## src/rtl/pid_core_sat.sv

```systemverilog
// Signed PID controller with one time-shared multiplier, programmable gains and setpoint,
// integrator clamp (anti-windup) and symmetric output saturation.
module pid_core_sat #(
  parameter int WIDTH     = 16,
  parameter int GAIN_W    = 16,
  parameter int ACC_W     = 48,
  parameter int FRAC_BITS = 0,
  parameter int INT_LIMIT = 1023,
  parameter int OUT_W     = 16,
  parameter int OUT_LIMIT = 32767,
  parameter int KP0       = 77,
  parameter int KI0       = 1,
  parameter int KD0       = 10,
  parameter int SETPOINT0 = 180
) (
  input  logic              clk,
  input  logic              rst,
  input  logic              in_valid,
  output logic              in_ready,
  input  logic [WIDTH-1:0]  in_sample,
  input  logic [WIDTH-1:0]  setpoint,
  input  logic              gain_we,
  input  logic [GAIN_W-1:0] kp_in,
  input  logic [GAIN_W-1:0] ki_in,
  input  logic [GAIN_W-1:0] kd_in,
  input  logic              integ_clr,
  output logic              out_valid,
  output logic [OUT_W-1:0]  out_power,
  output logic              busy
);

  localparam int EW = WIDTH + 1;
  localparam logic signed [ACC_W-1:0] INT_LIM_S = ACC_W'(INT_LIMIT);
  localparam logic signed [ACC_W-1:0] OUT_LIM_S = ACC_W'(OUT_LIMIT);

  typedef enum logic [2:0] {
    IDLE = 3'd0,
    ERR  = 3'd1,
    MP   = 3'd2,
    MI   = 3'd3,
    MD   = 3'd4,
    SAT  = 3'd5
  } state_t;

  state_t stateCur_r, stateNext_s;

  logic                     inReady_r, busy_r, outValid_r;
  logic signed [OUT_W-1:0]  outPower_r;
  logic [GAIN_W-1:0]        kp_r, ki_r, kd_r;
  logic [GAIN_W-1:0]        wKp_r, wKi_r, wKd_r;
  logic signed [WIDTH-1:0]  wSample_r, wSetpoint_r, prev_r;
  logic signed [EW-1:0]     err_r, deriv_r, integ_r;
  logic                     first_r;
  logic signed [ACC_W-1:0]  acc_r;

  logic                     accept_s;
  logic signed [EW-1:0]     opA_s, errNew_s, derivNew_s;
  logic [GAIN_W-1:0]        opB_s;
  logic signed [ACC_W-1:0]  prod_s, integSum_s, shifted_s;

  // Symmetric clamp: the negative bound is -lim, never -lim-1.
  function automatic logic signed [ACC_W-1:0] clampSym(
    input logic signed [ACC_W-1:0] v,
    input logic signed [ACC_W-1:0] lim
  );
    logic signed [ACC_W-1:0] r;
    if (v > lim) begin
      r = lim;
    end else if (v < -lim) begin
      r = -lim;
    end else begin
      r = v;
    end
    return r;
  endfunction

  assign accept_s   = in_valid & inReady_r;
  assign errNew_s   = {wSample_r[WIDTH-1], wSample_r} - {wSetpoint_r[WIDTH-1], wSetpoint_r};
  assign derivNew_s = first_r ? {EW{1'b0}} : ({wSample_r[WIDTH-1], wSample_r} - {prev_r[WIDTH-1], prev_r});
  assign integSum_s = $signed({{(ACC_W-EW){integ_r[EW-1]}}, integ_r})
                    + $signed({{(ACC_W-EW){errNew_s[EW-1]}}, errNew_s});
  assign prod_s     = $signed({{(ACC_W-EW){opA_s[EW-1]}}, opA_s})
                    * $signed({{(ACC_W-GAIN_W){1'b0}}, opB_s});
  assign shifted_s  = acc_r >>> FRAC_BITS;

  assign in_ready  = inReady_r;
  assign busy      = busy_r;
  assign out_valid = outValid_r;
  assign out_power = outPower_r;

  // Next-state logic and multiplier operand selection.
  always_comb begin
    stateNext_s = stateCur_r;
    opA_s       = {EW{1'b0}};
    opB_s       = {GAIN_W{1'b0}};
    case (stateCur_r)
      IDLE: begin
        if (accept_s) begin
          stateNext_s = ERR;
        end else begin
          stateNext_s = IDLE;
        end
      end
      ERR: stateNext_s = MP;
      MP: begin
        stateNext_s = MI;
        opA_s       = err_r;
        opB_s       = wKp_r;
      end
      MI: begin
        stateNext_s = MD;
        opA_s       = integ_r;
        opB_s       = wKi_r;
      end
      MD: begin
        stateNext_s = SAT;
        opA_s       = deriv_r;
        opB_s       = wKd_r;
      end
      SAT:     stateNext_s = IDLE;
      default: stateNext_s = IDLE;
    endcase
  end

  // State register with registered handshake flags.
  always_ff @(posedge clk) begin
    if (rst) begin
      stateCur_r <= IDLE;
      inReady_r  <= 1'b1;
      busy_r     <= 1'b0;
    end else begin
      stateCur_r <= stateNext_s;
      inReady_r  <= (stateNext_s == IDLE);
      busy_r     <= (stateNext_s != IDLE);
    end
  end

  // Datapath: working copies, PID terms, accumulator and saturated output.
  always_ff @(posedge clk) begin
    if (rst) begin
      kp_r        <= GAIN_W'(KP0);
      ki_r        <= GAIN_W'(KI0);
      kd_r        <= GAIN_W'(KD0);
      wKp_r       <= GAIN_W'(KP0);
      wKi_r       <= GAIN_W'(KI0);
      wKd_r       <= GAIN_W'(KD0);
      wSample_r   <= {WIDTH{1'b0}};
      wSetpoint_r <= WIDTH'(SETPOINT0);
      prev_r      <= {WIDTH{1'b0}};
      err_r       <= {EW{1'b0}};
      deriv_r     <= {EW{1'b0}};
      integ_r     <= {EW{1'b0}};
      first_r     <= 1'b1;
      acc_r       <= {ACC_W{1'b0}};
      outValid_r  <= 1'b0;
      outPower_r  <= {OUT_W{1'b0}};
    end else begin
      outValid_r <= 1'b0;
      case (stateCur_r)
        IDLE: begin
          if (integ_clr) begin
            integ_r <= {EW{1'b0}};
            first_r <= 1'b1;
          end
          if (accept_s) begin
            wSample_r   <= in_sample;
            wSetpoint_r <= setpoint;
            wKp_r       <= kp_r;
            wKi_r       <= ki_r;
            wKd_r       <= kd_r;
          end
        end
        ERR: begin
          err_r   <= errNew_s;
          deriv_r <= derivNew_s;
          integ_r <= EW'(clampSym(integSum_s, INT_LIM_S));
          prev_r  <= wSample_r;
          first_r <= 1'b0;
        end
        MP: acc_r <= prod_s;
        MI: acc_r <= acc_r + prod_s;
        MD: acc_r <= acc_r + prod_s;
        SAT: begin
          outPower_r <= OUT_W'(clampSym(shifted_s, OUT_LIM_S));
          outValid_r <= 1'b1;
        end
        default: outValid_r <= 1'b0;
      endcase
      // Gains may change at any time; an in-flight sample keeps its working copy.
      if (gain_we) begin
        kp_r <= kp_in;
        ki_r <= ki_in;
        kd_r <= kd_in;
      end
    end
  end

endmodule

```

## config.mk

```make
export PLATFORM = sky130hd
export DESIGN_NAME = pid_core_sat
export DESIGN_NICKNAME = d
export VERILOG_FILES = /design/src/rtl/pid_core_sat.sv
export SDC_FILE = /design/constraint.sdc
export NUM_CORES = 1
export LEC_CHECK = 0
export ABC_AREA = 1
export BUFFER_PORTS_ARGS = -buffer_cell sky130_fd_sc_hd__buf_4
export CAP_MARGIN = 20
export CORE_MARGIN = 3
export CORE_UTILIZATION = 40
export CTS_CLUSTER_SIZE = 10
export DETAILED_ROUTE_END_ITERATION = 8
export GPL_ROUTABILITY_DRIVEN = 0
export PLACE_DENSITY = 0.56
export SYNTH_ARGS = -nofsm -noshare
export SYNTH_HDL_FRONTEND = slang
export SYNTH_SLANG_ARGS = --single-unit
```

## constraint.sdc

```tcl
create_clock -name clk -period 10.6 [get_ports clk]
set_clock_uncertainty 0.1 [all_clocks]
set_input_delay 0.53 -clock clk [delete_from_list [all_inputs] [get_ports clk]]
set_output_delay 0.53 -clock clk [all_outputs]
set_load 0.1 [all_outputs]
```

After elaboration in Yosys (flattened, before gate mapping)
Cells that the tools add are included.
{"block": "totals", "reg_bits": 266, "inputBits": 85, "out_inout_bits": 19, "elab_cells": 58}
{"block": "classes", "add_sub_neg": 4, "multipliers": 1, "n_lt_le_gt_ge": 4, "n_eq_ne": 6, "mux": 15, "bitwise": 1, "n_reduce_logical": 8}
{"op": "$pmux W48 S2", "count": 1}
{"op": "$mux W17", "count": 4}
{"op": "$pmux W17 S3", "count": 1}
{"op": "$add A48 B34 Y48", "count": 1}
{"op": "$gt A48 B16 Y1 const B", "count": 1}
{"op": "$lt A48 B16 Y1 const B", "count": 1}
{"op": "$pmux W16 S3", "count": 1}
{"op": "$mul A17 B17 Y34", "count": 1}
{"op": "$pmux W17 S2", "count": 1}
{"op": "$sub A16 B16 Y17", "count": 2}
{"op": "$mux W16", "count": 2}
{"op": "$add A17 B17 Y18", "count": 1}
{"op": "$gt A18 B11 Y1 const B", "count": 1}
{"op": "$lt A18 B11 Y1 const B", "count": 1}
{"op": "$pmux W3 S5", "count": 1}
{"op": "$eq A3 B2 Y1 const B", "count": 2}
{"op": "$eq A3 B3 Y1 const B", "count": 2}
{"op": "$logic_not A3 Y1", "count": 2}
{"op": "$reduce_and A2 Y1", "count": 2}
{"op": "$reduce_bool A2 Y1", "count": 2}
{"op": "$eq A3 B1 Y1 const B", "count": 1}
{"op": "$mux W1", "count": 3}
{"op": "$reduce_bool A3 Y1", "count": 1}
{"op": "$ne A2 B2 Y1 const B", "count": 1}
{"op": "other kinds (3)", "count": 3}

Logic depth before layout (Yosys ltp)
Gate-level depths: netlist of run 1.
{"block": "logic_depth", "depth_word": 6, "mapped_depth": 49, "depth_no_buf": 47}

Worst setup path before layout of run 1
Ideal clock, no wire load.
{"block": "synth_path", "kind": "register -> register", "from": "register stateCur_r[1]", "to": "register acc_r[44]", "setup_time_ns": 0.119, "t_arrival_ns": 8.201, "required_ns": 10.381, "setup_slack_ns": 2.180, "stages_incl_launch_ff": 42, "n_path_buf": 2, "synth_period_minus_slack_ns": 8.420, "path_cell_list": "dfxtp_1 > inv_2 > nor3_4 > inv_2 > buf_2 > o221ai_2 > buf_2 > nand2_1 > fa_1 > fa_1 > inv_1 > fa_1 > inv_1 > fa_1 > fa_1 > fa_1 > inv_1 > ha_1 > (+6 left out) > inv_1 > nand2_1 > nand2_2 > inv_1 > ha_1 > nand2_1 > nor3_1 > nand2_1 > nor2_1 > nand4_1 > nand3_1 > nand2_1 > o211ai_1 > nand2_1 > nand2_1 > nor2_1 > nor2_1 > nor2_2"}
{"block": "synth_via", "elab_chain_len": 5, "word_cells_on_any_way": 10, "cone_classes": "1 x add/sub; 1 x mul; 3 x eq/ne; 3 x mux; 2 x reduce/logical"}
{"item": "start, declared", "line_no": "45", "rtl": "state_t stateCur_r, stateNext_s;"}
{"item": "start signal, assigned", "line_no": "132", "rtl": "stateCur_r <= stateNext_s;"}
{"item": "$eq A3 B3 Y1 / $eq A3 B2 Y1 (equally long branches)", "line_no": "96, 159"}
{"item": "$pmux W17 S3 / $pmux W16 S3 (equally long branches)", "line_no": "96", "rtl": "case (stateCur_r)"}
{"item": "$mul A17 B17 Y34", "line_no": "83", "rtl": "* $signed({{(ACC_W-GAIN_W){1'b0}}, opB_s});"}
{"item": "$add A48 B34 Y48", "line_no": "181, 182"}
{"item": "$pmux W48 S2", "line_no": "159", "rtl": "case (stateCur_r)"}
{"item": "end signal, assigned", "line_no": "180", "rtl": "MP: acc_r <= prod_s;"}
{"item": "end signal, assigned", "line_no": "181", "rtl": "MI: acc_r <= acc_r + prod_s;"}
{"item": "end signal, assigned", "line_no": "182", "rtl": "MD: acc_r <= acc_r + prod_s;"}
{"item": "end, declared", "line_no": "54", "rtl": "logic signed [ACC_W-1:0] acc_r;"}
Several ways; a longest one is shown, not always the timed one.
A chain may end at the register's enable or synchronous reset.

Final worst setup path of run 1
{"block": "layout_path", "from": "register stateCur_r[2]", "to": "register acc_r[44]"}
Same word-level chain as after synthesis.

==> impl_metrics.py, run 1 <==
metrics = {
    "grt": {
        "overflow": 0,
        "grt_pass1_vias": 23700,
        "grt_max_degree": 117,
        "grt_pass1_wl_um": 129000,
        "antenna_found_initial": 0,
        "track_usage": 0.224,
    },
    "drt": {
        "wl_per_cell_um": 16.7,
        "dr.pass1.iters": 5,
        "drt-initial-drc-count": 1437,
        "totalWireLength_um": 80000,
        "detail-route-antenna-nets": 0,
        "via_per_inst": 5.02,
        "drcViolationCount": 0,
        "via_count": 24100,
    },
    "floorplan": {
        "start_util": 0.406,
        "die-area_sq_mm": 0.0717,
        "pin_count": 104,
        "core_area_sq_mm": 0.0675,
        "die_w_um": 268,
        "rows": 95,
        "die_h_um": 268,
    },
    "cts": {
        "ctsHtreeMaxLevel": 2,
        "cts_buffers": 34,
        "path_clk_slew_ns": 0.06,
        "cts_buffer_depth": 3,
        "cts_hold_buf": 0,
        "post_cts_buffers": 0,
        "cts_tree": "built",
        "clk_latency_ns": 0.55,
        "cts-resized-gates": 0,
        "cts_root_buf": "clkbuf_16",
        "clock-sinks": 266,
    },
    "yosys": {
        "synth_common_cells": "inv_1 (812), nand2_1 (785), nor2_1 (323)",
        "synth.most_common_cell": "inv_1",
        "ys_ff_latch": 266,
        "synth_seq_area_share": 0.194,
        "ys.warnings.count": 0,
        "synth_edf_count": 0,
        "synth_top_area_frac": 0.207,
        "syn_area_sq_mm": 0.0274,
        "synthArstFlopShare": 0,
        "synthDistinctLibCells": 59,
        "syn_avg_cell_area_sq_um": 7.12,
        "synthCells": 3849,
        "synth.area.top_cells": "fa_1 (21%), dfxtp_1 (19%), inv_1 (11%), nand2_1 (11%), ha_1 (8.7%)",
        "ys.flop_type": "dfxtp_1",
        "synth_area_leader_cell": "fa_1",
        "synth_nets": 4407,
    },
    "power": {
        "power_w": 0.00400,
        "vdd_drop_max_uv": 118,
        "cellLeakagePower_nw": 16.0,
        "p_per_area_mw_per_mm2": 133,
    },
    "timing": {
        "report.final.slew_viol_count": 0,
        "fin_crit_sh": 0.920,
        "tns_ns": 0,
        "setup_viol": 0,
        "rsz0062_at_grt": "false",
        "max_freq_mhz": 103,
        "tightest_slew_ns": 1.05,
        "timing.hold.ws_ns": 0.102,
        "hold_viol": 0,
        "relSlewSlack": 0.294,
        "layout_min_cycle_time_ns": 9.75,
    },
    "place": {
        "dp.cells": 4748,
        "port_buffers": 103,
        "dp_hpwl_um": 63400,
    },
    "run_status": {
        "status": "completed",
    },
    "worst_setup_path": {
        "cp-end-kind": "register",
        "worstRegToRegCells": 37,
        "cp.arrival_ns": 10.08,
        "start_kind": "register",
        "r2r_slack_ns": 0.85,
        "slowest_delay_ns": 0.77,
        "required_ns": 10.93,
        "cp_max_fo": 19,
        "slowest_stage": "fa_1",
        "path_common_cell": "nand2_1",
        "critPathKind": "reg -> reg",
        "r2r-start": "stateCur_r[2]",
        "worstReg2RegEnd": "acc_r[44]",
    },
    "finish": {
        "num_antenna_cells": 0,
        "fin_util": 0.446,
        "drive_above_1_share": 0.0716,
        "fin_nets": 4471,
        "syn2layout_area_growth_pct": 9.88,
        "layoutNonFillerInstCount": 4797,
    },
    "worst_hold_path": {
        "min_path_cells": 3,
        "hold_end": "kd_r[1]",
        "hp-start": "kd_in[1]",
        "hp-class": "in -> reg",
    },
    "run": {
        "max-cap-violations": 0,
    },
}
-- how the worst max path moves through the flow --
stage,endpoint,start,depth (start not counted)
finish,acc_r[44],stateCur_r[2],37
CTS,acc_r[45],stateCur_r[1],36
global route,acc_r[44],stateCur_r[2],37
floorplan,acc_r[44],stateCur_r[1],41
global placement,acc_r[45],stateCur_r[1],36
detailed placement,acc_r[44],stateCur_r[1],38
-- worst max-delay path, delay by kind of cell, from the launching register on --
kind | cells | cell delay, ns
AOI/OAI and AO/OA | 6 | 1.03
adders and majority gates | 8 | 4.14
buffers and inverters | 5 | 0.99
DFF | 1 | 0.55
and+or+nand+nor | 18 | 2.79
-- through the flow --
stage                     area [sq um]  setup slack, ns
after floorplan                  27400             2.18
after CTS                        30100            0.641
after global routing             30100           0.0226
after global placement           29100            0.872
after detailed placement         29100            0.664
final                            30100            0.850
-- cell type report --
class                   count  area [sq um]
clock buffers              40           893
multi-input cells        2635         18500
inverters                 821          3090
well taps                 873          1090
clock inverters             7          83.8
fillers                  7123         37400
repair buffers            155          1180
flip-flops and latches    266          5330
-- where the power goes --
part / total, W / switching, W / internal [W] / leakage, nW
Sequential: 0.00126 / 0.000114 / 0.00115 / 2.18
Clock: 0.00106 / 0.000455 / 0.000601 / 0.472
Combinational: 0.00168 / 0.00114 / 0.000546 / 13.3
Total: 0.00400 / 0.00170 / 0.00229 / 16.0
-- cell usage in the layout, fill, tap and decap left out, types with 23 or more instances in the layout --
cell type and n:
o21ai_0 302, nand2_1 785, buf_4 154, a21oi_1 314, inv_1 811, nand3_1 126
nor2_1 323, xor2_1 41, dfxtp_1 266, ha_1 190, fa_1 283, clkbuf_16 34
xnor2_1 26, nor3_1 23
-- state kept, by name (all words and copies together) (netlist names) --
register,cells
wKd_r,16
in_ready,1
wKi_r,16
first_r,1
wKp_r,16
wSample_r,16
out_power,16
err_r,17
acc_r,48
out_valid,1
kd_r,16
prev_r,16
busy,1
ki_r,16
integ_r,17
deriv_r,17
stateCur_r,3
wSetpoint_r,16
kp_r,16
-- per-layer routing --
layer	GRT usage	routed length [um]	vias up
li1	-	-	12100
met1	0.315	38000	11400
met2	0.368	36300	525
met3	0.0266	3680	88
met4	0.0573	1980	0
met5	0	0	-
-- cell families after synthesis --
group | count (synthesis) | share of synthesized area
AND/OR/NAND/NOR | 1345 | 0.201
buffers and inverters | 948 | 0.133
AO/OA/AOI/OAI | 750 | 0.157
adder cells (fa/ha/maj) | 473 | 0.293
flip-flops | 266 | 0.194
XOR/XNOR | 67 | 0.0214
(Power assumes the default switching activity.)
==> run 2: changes to the inputs <==
- BUFFER_PORTS_ARGS: -buffer_cell sky130_fd_sc_hd__buf_4 -> not set
- DONT_BUFFER_PORTS: not set -> 1
- PLACE_DENSITY: 0.56 -> 0.54
==> impl_metrics.py, run 2 (synthesis gave the netlist of run 1 again) <==
metrics = {
    "run_status": {
        "status": "completed",
    },
    "drt": {
        "wl_per_cell_um": 17.1,
        "via_per_inst": 5.01,
        "detail-route-antenna-nets": 0,
        "drt-initial-drc-count": 1449,
        "dr.pass1.iters": 6,
        "totalWireLength_um": 81400,
        "via_count": 23800,
        "drcViolationCount": 0,
    },
    "timing": {
        "tns_ns": 0,
        "tightest_slew_ns": 1.01,
        "setup_viol": 0,
        "report.final.slew_viol_count": 0,
        "rsz0062_at_grt": "false",
        "max_freq_mhz": 102,
        "relSlewSlack": 0.329,
        "fin_crit_sh": 0.923,
        "hold_viol": 0,
        "layout_min_cycle_time_ns": 9.78,
    },
    "cts": {
        "cts_tree": "built",
        "clk_latency_ns": 0.61,
        "cts-resized-gates": 0,
        "path_clk_slew_ns": 0.06,
        "cts_buffers": 31,
        "cts_buffer_depth": 3,
        "ctsHtreeMaxLevel": 1,
        "clock-sinks": 266,
        "cts_root_buf": "clkbuf_16",
    },
    "floorplan": {
        "start_util": 0.406,
        "core_area_sq_mm": 0.0675,
        "rows": 95,
        "pin_count": 104,
        "die_h_um": 268,
        "die-area_sq_mm": 0.0717,
        "die_w_um": 268,
    },
    "grt": {
        "overflow": 0,
        "grt_pass1_wl_um": 129000,
        "track_usage": 0.227,
        "grt_pass1_vias": 23300,
        "grt_max_degree": 116,
        "antenna_found_initial": 1,
    },
    "finish": {
        "fillers": 7060,
        "fin_nets": 4438,
        "syn2layout_area_growth_pct": 9.38,
        "layoutNonFillerInstCount": 4761,
        "largest_register_ffs": 48,
        "final_common_cell": "inv_1",
        "final_cell_mix": "inv_1 (811), nand2_1 (785), nor2_1 (323), a21oi_1 (314), o21ai_0 (302)",
        "drive_above_1_share": 0.0450,
        "num_antenna_cells": 0,
        "top_register": "acc_r",
    },
    "power": {
        "netSwitchingFraction": 0.431,
        "cellLeakagePower_nw": 15.7,
        "power_w": 0.00393,
        "p_int_w": 0.00223,
        "p_per_area_mw_per_mm2": 131,
        "power_frac_comb": 0.427,
        "p_clk_frac": 0.248,
        "pwr-share-seq": 0.325,
        "p_switching_w": 0.00169,
        "vdd_drop_max_uv": 124,
    },
    "worst_setup_path": {
        "path_common_cell": "fa_1",
        "cp.arrival_ns": 10.18,
        "cp_num_buf_inv": 8,
        "required_ns": 11.00,
        "slowest_stage": "o221ai_2",
        "critPathTopFamily": "adder cells",
        "cp-end-kind": "register",
        "start_kind": "register",
        "cp_max_fo": 19,
        "slowest_delay_ns": 0.65,
        "critPathKind": "reg -> reg",
    },
    "place": {
        "port_buffers": 0,
        "dp_hpwl_um": 64300,
        "dp.cells": 4648,
    },
    "worst_hold_path": {
        "hp-class": "in -> reg",
    },
    "run": {
        "max-cap-violations": 0,
    },
}
## run 2: changes by cell type in the layout (fill, tap and decap cells not counted), moves of 2 or more
cell / previous run / this run
buf_4: 154 / 53
clkbuf_16: 34 / 31
clkinvlp_4: 2 / 0
dlygate4sd3_1: 0 / 69
## run 2: stage by stage
stage / instance area [sq um] / utilization / worst slack, ns / hold slack, ns
floorplan: 27400 / - / 2.18 / 0.329
global placement: 28400 / 0.420 / 0.923 / 0.345
detailed placement: 28400 / 0.420 / 0.878 / 0.346
CTS: 30000 / 0.444 / 0.863 / 0.000387
global route: 30000 / 0.444 / 0.0850 / 0.0460
finish: 30000 / 0.444 / 0.819 / 0.0319
## run 2: worst paths after layout
kind | start | to | slack (ns) | depth (start not counted)
max | stateCur_r[2] | acc_r[45] | 0.82 | 36
min reg2reg | prev_r[11] | prev_r[11] | 0.36 | 2
min | gain_we | kd_r[14] | 0.03 | 3
max reg2reg | stateCur_r[2] | acc_r[45] | 0.82 | 36
## run 2: layout make-up
class | count | area (sq um) | share of cell area
Multi-Input combinational cell | 2635 | 18500 | 0.616
Sequential cell | 266 | 5330 | 0.178
Inverter | 821 | 3090 | 0.103
Timing Repair Buffer | 125 | 1160 | 0.0385
Tap cell | 873 | 1090 | 0.0364
Clock buffer | 39 | 836 | 0.0279
Clock inverter | 2 | 25.0 | 0.000834
## run 2: what timing repair did
item	CTS	global route
endpoints found under the hold margin	120	0
endpoints found under the setup margin	0	0
hold buffers	71	0
buffers inserted	0	0
## run 2: power by group through the flow
stage / Sequential [W] / Clock (W) / Combinational [W]
6_report: 0.00128 / 0.000974 / 0.00168
4_1_cts: 0.00128 / 0.000997 / 0.00167
3_3_place_gp: 0.00130 / 0 / 0.00163
2_1_floorplan: 0.00125 / 0 / 0.00122
3_5_place_dp: 0.00130 / 0 / 0.00163
5_1_grt: 0.00130 / 0.00103 / 0.00191
## run 2: metal layers
| metal | vias up | share of wire | GRT usage |
|---|---|---|---|
| met3 | 122 | 0.045 | 0.0257 |
| met5 | - | 0 | 0 |
| met1 | 11100 | 0.47 | 0.316 |
| li1 | 12000 | - | - |
| met2 | 540 | 0.45 | 0.370 |
| met4 | 0 | 0.035 | 0.0709 |
## run 2: tightest hold or removal path, stage by stage
cell	delay, ns
inv_1	0.03
nor2_1	0.08
nor2_1	0.05
